## config.mk

```make
export PLATFORM = sky130hd
export DESIGN_NAME = pc_ifid_ctrl_flat
export DESIGN_NICKNAME = d
export VERILOG_FILES = /design/src/rtl/pc_ifid_ctrl_if.sv /design/src/rtl/pc_ifid_ctrl.sv /design/src/flat_wrapper.sv
export SDC_FILE = /design/constraint.sdc
export NUM_CORES = 1
export LEC_CHECK = 0
export CORE_MARGIN = 1.5
export CORE_UTILIZATION = 40
export CTS_CLUSTER_SIZE = 8
export DETAILED_ROUTE_END_ITERATION = 10
export HOLD_SLACK_MARGIN = 0.15
export PLACE_DENSITY = 0.85
export SLEW_MARGIN = 5
export SYNTH_ARGS = -nofsm -noshare
export SYNTH_HDL_FRONTEND = slang
export SYNTH_SLANG_ARGS = --single-unit
```

## constraint.sdc

```tcl
create_clock -name clk -period 4.3 [get_ports clk]
set_input_delay 0.86 -clock clk [delete_from_list [all_inputs] [get_ports clk]]
set_output_delay 0.86 -clock clk [all_outputs]
set_load 0.02 [all_outputs]
```

## src/rtl/pc_ifid_ctrl_if.sv

```systemverilog
// ---------------------------------------------------------------------------
// pc_ifid_ctrl_if
// Groups the signals exchanged between the front-end sequencer and the rest of
// the pipeline (instruction memory, decode, hazard unit).
//   Pipeline -> sequencer: instr_in, JMP, pc_sign, jump_target, branch_target,
//                          Hazard_signal, speccial_hazard, flush, IRQ, bad_signal
//   Sequencer -> pipeline: PC, PC31, IF_ID_Instr, IF_ID_PC4, ID_valid, HZ_rec, EPC
// Modports:
//   master - the surrounding pipeline (drives controls, observes state)
//   slave  - the sequencer itself
// ---------------------------------------------------------------------------
interface pc_ifid_ctrl_if;
    logic [31:0] instr_in;
    logic [2:0]  JMP;
    logic        pc_sign;
    logic [31:0] jump_target;
    logic [31:0] branch_target;
    logic        Hazard_signal;
    logic        speccial_hazard;
    logic        flush;
    logic        IRQ;
    logic        bad_signal;

    logic [31:0] PC;
    logic        PC31;
    logic [31:0] IF_ID_Instr;
    logic [31:0] IF_ID_PC4;
    logic        ID_valid;
    logic        HZ_rec;
    logic [31:0] EPC;

    modport master (
        output instr_in, JMP, pc_sign, jump_target, branch_target,
               Hazard_signal, speccial_hazard, flush, IRQ, bad_signal,
        input  PC, PC31, IF_ID_Instr, IF_ID_PC4, ID_valid, HZ_rec, EPC
    );

    modport slave (
        input  instr_in, JMP, pc_sign, jump_target, branch_target,
               Hazard_signal, speccial_hazard, flush, IRQ, bad_signal,
        output PC, PC31, IF_ID_Instr, IF_ID_PC4, ID_valid, HZ_rec, EPC
    );
endinterface

```

## src/rtl/pc_ifid_ctrl.sv

```systemverilog
// ---------------------------------------------------------------------------
// pc_ifid_ctrl
// Front-end sequencer of the five-stage pipeline. Owns the PC register, the
// IF/ID pipeline register, the exception PC and the HZ_rec handshake flop.
// Ports:
//   clk   - rising-edge clock
//   reset - synchronous, active-high; loads RESET_VEC and clears IF/ID
//   bus   - pc_ifid_ctrl_if.slave (controls in, PC / IF/ID / EPC out)
// Next-PC priority: reset, undefined instruction, interrupt (user mode only),
// stall, jump, taken branch, sequential.
// ---------------------------------------------------------------------------
module pc_ifid_ctrl #(
    parameter logic [31:0] RESET_VEC = 32'h8000_0000,
    parameter logic [31:0] IRQ_VEC   = 32'h8000_0004,
    parameter logic [31:0] EXC_VEC   = 32'h8000_0008
) (
    input  logic          clk,
    input  logic          reset,
    pc_ifid_ctrl_if.slave bus
);

    logic [31:0] pc_q;
    logic [31:0] instr_q;
    logic [31:0] id_pc4_q;
    logic        id_valid_q;
    logic        hz_rec_q;
    logic [31:0] epc_q;

    logic [31:0] pc4;
    logic        stall;
    logic        irq_take;
    logic        trap_entry;
    logic [31:0] pc_next;

    // NOTE: every signal written here gets a default first so no path
    // leaves it unassigned, which would otherwise infer a latch.
    always_comb begin
        // Bit 31 (kernel flag) is never carried into by sequential fetch.
        pc4        = {pc_q[31], pc_q[30:0] + 31'd4};
        stall      = bus.Hazard_signal | bus.speccial_hazard;
        // Interrupts are masked in kernel space; IRQ is a level and waits.
        irq_take   = bus.IRQ & ~pc_q[31];
        trap_entry = bus.bad_signal | irq_take;

        pc_next = pc4;
        if (bus.bad_signal) begin
            pc_next = EXC_VEC;
        end else if (irq_take) begin
            pc_next = IRQ_VEC;
        end else if (stall) begin
            pc_next = pc_q;
        end else if (bus.JMP == 3'b010) begin
            pc_next = bus.jump_target;
        end else if (bus.JMP == 3'b001 && bus.pc_sign) begin
            pc_next = bus.branch_target;
        end
    end

    // NOTE: sequential state uses non-blocking assignments so every flop
    // samples the pre-edge values of the others, independent of statement order.
    always_ff @(posedge clk) begin
        if (reset) begin
            pc_q       <= RESET_VEC;
            instr_q    <= '0;
            id_pc4_q   <= '0;
            id_valid_q <= 1'b0;
            hz_rec_q   <= 1'b0;
            epc_q      <= '0;
        end else begin
            pc_q <= pc_next;

            if (trap_entry) begin
                // The instruction in ID is squashed and re-executed on return.
                instr_q    <= '0;
                id_valid_q <= 1'b0;
                epc_q      <= id_pc4_q - 32'd4;
                hz_rec_q   <= 1'b0;
            end else begin
                // Stall holds IF/ID and overrides a simultaneous flush.
                if (!stall) begin
                    if (bus.flush) begin
                        instr_q    <= '0;
                        id_valid_q <= 1'b0;
                    end else begin
                        instr_q    <= bus.instr_in;
                        id_pc4_q   <= pc4;
                        id_valid_q <= 1'b1;
                    end
                end

                // Records that the branch-in-ID stall was taken; stays set
                // through an overlapping load-use stall so the hazard unit
                // does not request the special stall a second time.
                if (bus.speccial_hazard) begin
                    hz_rec_q <= 1'b1;
                end else if (!bus.Hazard_signal) begin
                    hz_rec_q <= 1'b0;
                end
            end
        end
    end

    assign bus.PC          = pc_q;
    assign bus.PC31        = pc_q[31];
    assign bus.IF_ID_Instr = instr_q;
    assign bus.IF_ID_PC4   = id_pc4_q;
    assign bus.ID_valid    = id_valid_q;
    assign bus.HZ_rec      = hz_rec_q;
    assign bus.EPC         = epc_q;

endmodule

```

## src/flat_wrapper.sv

```systemverilog
// flat-port wrapper written by rule: the top's interface ports become plain ports
module pc_ifid_ctrl_flat 
#(
    parameter logic [31:0] RESET_VEC = 32'h8000_0000,
    parameter logic [31:0] IRQ_VEC   = 32'h8000_0004,
    parameter logic [31:0] EXC_VEC   = 32'h8000_0008
)
  (clk, reset, bus_instr_in, bus_JMP, bus_pc_sign, bus_jump_target, bus_branch_target, bus_Hazard_signal, bus_speccial_hazard, bus_flush, bus_IRQ, bus_bad_signal, bus_PC, bus_PC31, bus_IF_ID_Instr, bus_IF_ID_PC4, bus_ID_valid, bus_HZ_rec, bus_EPC);
  pc_ifid_ctrl_if bus_i ();
  input  logic clk;
  input  logic reset;
  input wire logic [$bits(bus_i.instr_in)-1:0] bus_instr_in;
  input wire logic [$bits(bus_i.JMP)-1:0] bus_JMP;
  input wire logic [$bits(bus_i.pc_sign)-1:0] bus_pc_sign;
  input wire logic [$bits(bus_i.jump_target)-1:0] bus_jump_target;
  input wire logic [$bits(bus_i.branch_target)-1:0] bus_branch_target;
  input wire logic [$bits(bus_i.Hazard_signal)-1:0] bus_Hazard_signal;
  input wire logic [$bits(bus_i.speccial_hazard)-1:0] bus_speccial_hazard;
  input wire logic [$bits(bus_i.flush)-1:0] bus_flush;
  input wire logic [$bits(bus_i.IRQ)-1:0] bus_IRQ;
  input wire logic [$bits(bus_i.bad_signal)-1:0] bus_bad_signal;
  output wire logic [$bits(bus_i.PC)-1:0] bus_PC;
  output wire logic [$bits(bus_i.PC31)-1:0] bus_PC31;
  output wire logic [$bits(bus_i.IF_ID_Instr)-1:0] bus_IF_ID_Instr;
  output wire logic [$bits(bus_i.IF_ID_PC4)-1:0] bus_IF_ID_PC4;
  output wire logic [$bits(bus_i.ID_valid)-1:0] bus_ID_valid;
  output wire logic [$bits(bus_i.HZ_rec)-1:0] bus_HZ_rec;
  output wire logic [$bits(bus_i.EPC)-1:0] bus_EPC;
  assign bus_i.instr_in = bus_instr_in;
  assign bus_i.JMP = bus_JMP;
  assign bus_i.pc_sign = bus_pc_sign;
  assign bus_i.jump_target = bus_jump_target;
  assign bus_i.branch_target = bus_branch_target;
  assign bus_i.Hazard_signal = bus_Hazard_signal;
  assign bus_i.speccial_hazard = bus_speccial_hazard;
  assign bus_i.flush = bus_flush;
  assign bus_i.IRQ = bus_IRQ;
  assign bus_i.bad_signal = bus_bad_signal;
  assign bus_PC = bus_i.PC;
  assign bus_PC31 = bus_i.PC31;
  assign bus_IF_ID_Instr = bus_i.IF_ID_Instr;
  assign bus_IF_ID_PC4 = bus_i.IF_ID_PC4;
  assign bus_ID_valid = bus_i.ID_valid;
  assign bus_HZ_rec = bus_i.HZ_rec;
  assign bus_EPC = bus_i.EPC;
  pc_ifid_ctrl #(.RESET_VEC(RESET_VEC), .IRQ_VEC(IRQ_VEC), .EXC_VEC(EXC_VEC)) u_core (.clk(clk), .reset(reset), .bus(bus_i));
endmodule
```

======== After elaboration in Yosys (flattened, before gate mapping) ========
Cells that the tools add are included.
W data, S select, Z words.
storage, ports and cells
  register bits after elaboration ......... 130
  latch bits .............................. 0
  RAM bits ................................ 0
  memory bits (read-only) ................. 0
  input bits .............................. 107
  output and inout bits ................... 131
  memories kept ........................... 0
cells by class
  add/sub/neg operators ................... 2
  multiply operators ...................... 0
  div/mod/pow operators ................... 0
  order comparisons ....................... 0
  eq/ne operators ......................... 5
  shift-type cells ........................ 0
  muxes and demuxes ....................... 9
  bitwise gates (word level) .............. 7
  reductions and logical operators ........ 7
operators by type and width
  cell                     count
  $mux W32                 3
  $sub A32 B3 Y32 const B  1
  $add A31 B3 Y31 const B  1
  $mux W4                  3
  $not A1 Y1               4
  $reduce_or A2 Y1         2
  $eq A3 B1 Y1 const B     1
  $eq A3 B2 Y1 const B     1
  $mux W1                  3
  $ne A3 B3 Y1 const B     1
  $reduce_and A3 Y1        1
  $reduce_or A3 Y1         1
  $ne A2 B1 Y1 const B     1
  $ne A2 B2 Y1 const B     1
  $or A1 B1 Y1             2
  $reduce_and A2 Y1        1
  $reduce_bool A2 Y1       1
  $and A1 B1 Y1            1
  $logic_and A1 B1 Y1      1

======== Depth between registers and ports, before layout ========
  depth in word-level cells ............... 7
  mapped depth ............................ 8
  gate-level depth less buffers ........... 6

======== Worst setup path after synthesis ========
No wires, ideal clock.
  kind .................................... register -> register
  start ................................... reg u_core.id_pc4_q[18], in the netlist u_core.bus.IF_ID_PC4[18]
  end ..................................... reg u_core.epc_q[29], in the netlist u_core.bus.EPC[29]
  setup time .............................. 0.079 ns
  arrival ................................. 2.424 ns
  data required time ...................... 4.221 ns
  slack ................................... 1.797 ns
  cell stages (with the launch flop) ...... 7
  path buffers ............................ 1
  cell sequence ........................... dfxtp_1 > or4_1 > buf_2 > or4_4 > or4b_1 > xor2_1 > a211oi_2
on the way
  cells in the longest elaborated chain, start to end .. 1
RTL lines
  element                   RTL line            RTL
  start: declaration        pc_ifid_ctrl.sv:24  logic [31:0] id_pc4_q;
  start signal: assignment  pc_ifid_ctrl.sv:86  id_pc4_q <= pc4;
  $sub A32 B3 Y32           pc_ifid_ctrl.sv:76  epc_q <= id_pc4_q - 32'd4;
  end signal: assignment    pc_ifid_ctrl.sv:76
  end: declaration          pc_ifid_ctrl.sv:27  logic [31:0] epc_q;
Every way passes these cells.
A chain may end at the register's enable or synchronous reset.

======== Worst setup path in the final report ========
  start ................................... in bus_JMP[2]
  end ..................................... reg u_core.pc_q[31], in the netlist u_core.bus.PC[31]
on the way
  cells in the longest elaborated chain, start to end .. 4
  elaborated cells on any way between the ends .. 6
RTL lines
  element                              RTL line            RTL
  start: declaration                   flat_wrapper.sv:13  input wire logic [$bits(bus_i.JMP)-1:0] bus_JMP;
  $eq A3 B1 Y1                         pc_ifid_ctrl.sv:54  end else if (bus.JMP == 3'b001 && bus.pc_sign) begin
  $logic_and A1 B1 Y1                  pc_ifid_ctrl.sv:54
  $reduce_bool A2 Y1 (no source line)  -
  $reduce_and A2 Y1 (no source line)   -
  end signal: assignment               pc_ifid_ctrl.sv:70  pc_q <= pc_next;
  end: declaration                     pc_ifid_ctrl.sv:22  logic [31:0] pc_q;
Parallel ways exist; a longest one is shown, timed or not.

==> implementation parameters <==
Parameter                              Value

Floorplanning
  Die span in x    128 µm
  Core region area    15200 µm²
  Floorplan die area    16300 µm²
  Die extent in y    128 µm
  Initial Util    0.408
  Site Rows    45
  # IOs    238

Power and ir drop
  Clock power share    0.449
  Cell Pwr Density    361 nW/µm²
  Switching power total    0.846 mW
  Peak supply drop    290 µV
  Register share of total power    0.386
  Final total power    3.36 mW
  Static leakage    3.27 nW
  Part of the total power dissipated in combinational logic    0.164
  Switch share    0.252
  Total internal power    2.51 mW

Routing
  Average wire length per cell after detail routing    17.8 µm
  Total DRC errors in the routed layout    0
  Mean number of vias per cell    5.65
  First-pass DRT Iterations    5
  DRC violation total after the first TritonRoute iteration    509
  Wire length after detailed routing    20600 µm
  Via Count    6544
  Number of antenna-violating nets in the routed design    0

STA
  Remaining max-slew budget at the tightest pin    0.437
  Final Worst Setup Slack    1.43 ns
  Final-report hold violation count    0
  Final worst clock skew    0.00895 ns
  Slew at the pin with the worst max-slew slack    0.838 ns
  Post-route fraction of the period consumed by the critical path    0.667
  Worst hold slack across all endpoints    0.449 ns
  Setup-violating endpoint count in the final report    0
  Final max-slew violation count    0
  RSZ-0062 raised after global routing    no
  Shortest period the worst path allows    2.87 ns
  Final setup TNS    0 ns
  Highest Clock Rate    0.349 GHz

Status
  Result of the run    complete, no violations

Final layout
  Number of filler instances in the final layout    1343
  Finished Core Util    0.612
  Ant diodes    0
  Fraction of layout instances using a drive strength above 1    0.0577
  Area growth from synthesis to layout    49.9%
  Nets@finish    1067

Synth
  Mapped Area    6210 µm²
  Number of warnings issued by yosys    0
  Netlist cell types    57
  Cell type with the highest aggregate area in the netlist    sky130_fd_sc_hd__dfxtp_1
  Mapped Nets    856
  Leading cell types by total area after synthesis    sky130_fd_sc_hd__dfxtp_1 (42%), sky130_fd_sc_hd__a211oi_1 (7.5%), sky130_fd_sc_hd__nor2_1 (6.2%)
  Top cells by instance count after synthesis    sky130_fd_sc_hd__dfxtp_1 (130), sky130_fd_sc_hd__nor2_1 (102), sky130_fd_sc_hd__a211oi_1 (62), sky130_fd_sc_hd__nand2_1 (61), sky130_fd_sc_hd__clkbuf_1 (51)
  Area share of the largest cell type after synthesis    0.419
  Average cell area after synthesis    8.31 µm²
  Top FF cell, synth    sky130_fd_sc_hd__dfxtp_1
  #FFs+latches synth    130
  Register area share after synthesis    0.419
  Share of flip-flops with an asynchronous set or reset after synthesis    0
  Number of flops mapped to enable cells by yosys    0
  Synth Instances    747
  Cell with the most instances after synthesis    sky130_fd_sc_hd__dfxtp_1

Place
  Global placer's final weighted congestion    0.923
  Worst slack, placed    1.06 ns
  Quantity of I/O buffers inserted on ports    237
  DPL Wire Length    15200 µm

Worst setup path
  Setup crit end kind    flip-flop
  Largest fanout on the critical path    16
  Worst setup SP type    primary input
  Endpoint of the worst-slack reg-to-reg timing path    u_core.bus.EPC[29]
  Kind of critical path    in2reg
  Crit Reg-Reg Startpoint    u_core.bus.IF_ID_PC4[18]
  Reg-to-reg setup timing slack    1.73 ns
  Worst path required time    4.60 ns
  Number of cells traversed by the worst register-to-register path    5
  Endpoint of the worst setup timing path    u_core.bus.PC[31]
  Crit path DAT    3.16 ns
  Worst setup path startpoint    bus_JMP[2]

Flow run
  Maximum Capacitance Violations    0

CTS
  Total clock sinks    130
  Number of buffers inserted to repair setup after CTS    0
  Post-CTS clock slew at the launch and capture registers of the worst setup and hold paths    0.06 ns
  Count of instances resized after the clock tree is built    0
  Buffers from clock root to sink, at most    2
  Clock latency of the later-clocked register in the worst-skew pair    0.41 ns
  Number of H-tree branching levels    4
  Root buffer cell    sky130_fd_sc_hd__clkbuf_16
  Clock tree from TritonCTS    yes
  Hold buffers post-CTS    0
  Inserted Clock Buffers    17

Global route
  Largest net degree at the start of global routing    67
  Number of global-route vias before repair    6035
  Global-route wire length before repair    32000 µm
  Congestion Overflow GR    0
  Total global-route track usage    0.251
  Antenna violations before repair    0

Min path
  Path class of the lowest-slack min-delay path    reg2reg
## layout make-up
class                           instances  area (µm²)  area share
Inverter                               11        41.3     0.00444
Timing Repair Buffer                  251        2470       0.266
Sequential cell                       130        2600       0.280
Tap cell                              188         235      0.0253
Multi-Input combinational cell        547        3340       0.359
Clock inverter                         10         159      0.0171
Clock buffer                           21         450      0.0484
## power by group through the flow
stage	registers, mW	logic [mW]	clock network [mW]
floorplan	1.37	0.244	0
global placement	1.32	0.545	0
detailed placement	1.32	0.551	0
CTS	1.30	0.553	1.53
global route	1.30	0.595	1.59
finish	1.30	0.552	1.51
## routing by layer
metal | GRT usage | vias up | part of all wire
met5 | 0 | - | 0
met4 | 0.0939 | 0 | 0.027
met3 | 0.0754 | 43 | 0.082
met2 | 0.410 | 312 | 0.46
met1 | 0.312 | 3031 | 0.43
li1 | - | 3158 | -
## state kept, by name, indices dropped and copies added, names as in the netlist, named ones only
register / count
u_core.bus.EPC: 32
u_core.bus.IF_ID_Instr: 32
u_core.bus.IF_ID_PC4: 32
u_core.bus.PC: 30
u_core.bus.HZ_rec: 1
u_core.bus.ID_valid: 1
## placed cells by master, fill, tap and decap left out, drive strengths merged, types with 5 or more instances in the layout
cell type      count
or3                6
a311oi             8
buf               15
or4                7
nor2             102
clkdlybuf4s50    236
nand3b            17
a211oi            63
xnor2             23
o221ai             6
nand3             26
nor4               5
nand4              8
o22ai             12
and4               6
a22o              21
dfxtp            130
a21oi             41
inv               11
clkbuf            21
nand2             61
a21o              14
nor3              24
xor2              23
o21ai             20
## cells by family after synthesis
group | count (synthesis) | share of synthesized area
and+or+nand+nor | 287 | 0.225
buffers and inverters | 70 | 0.0443
DFF | 130 | 0.419
AOI/OAI and AO/OA | 209 | 0.237
adders and majority gates | 2 | 0.00403
muxes | 3 | 0.00484
xor gates and xnor gates | 46 | 0.0649
## worst min-delay path by stage
stage	start	to	slack, ns	cells past startpoint
global placement	u_core.bus.EPC[0]	u_core.bus.EPC[0]	0.44	2
detailed placement	u_core.bus.IF_ID_Instr[24]	u_core.bus.IF_ID_Instr[24]	0.45	2
CTS	u_core.bus.IF_ID_Instr[24]	u_core.bus.IF_ID_Instr[24]	0.45	2
floorplan	flip-flop	u_core.bus.IF_ID_PC4[0]	0.45	2
finish	u_core.bus.IF_ID_Instr[14]	u_core.bus.IF_ID_Instr[14]	0.45	2
global route	u_core.bus.IF_ID_Instr[18]	u_core.bus.IF_ID_Instr[18]	0.47	2
## metrics by stage
stage / cell area [µm²] / instances
3_5_place_dp: 8690 / 1127
3_3_place_gp: 8690 / 1127
5_1_grt: 9300 / 1158
6_report: 9300 / 1158
4_1_cts: 9300 / 1158
2_1_floorplan: 6210 / 747
## critical path, stage by stage
cell and delay, ns:
sky130_fd_sc_hd__clkdlybuf4s50_1 0.55, sky130_fd_sc_hd__nand4bb_1 0.76, sky130_fd_sc_hd__buf_4 0.45, sky130_fd_sc_hd__o22ai_1 0.17, sky130_fd_sc_hd__a21oi_1 0.08, sky130_fd_sc_hd__or2_2 0.28
(Power assumes the default switching activity.)
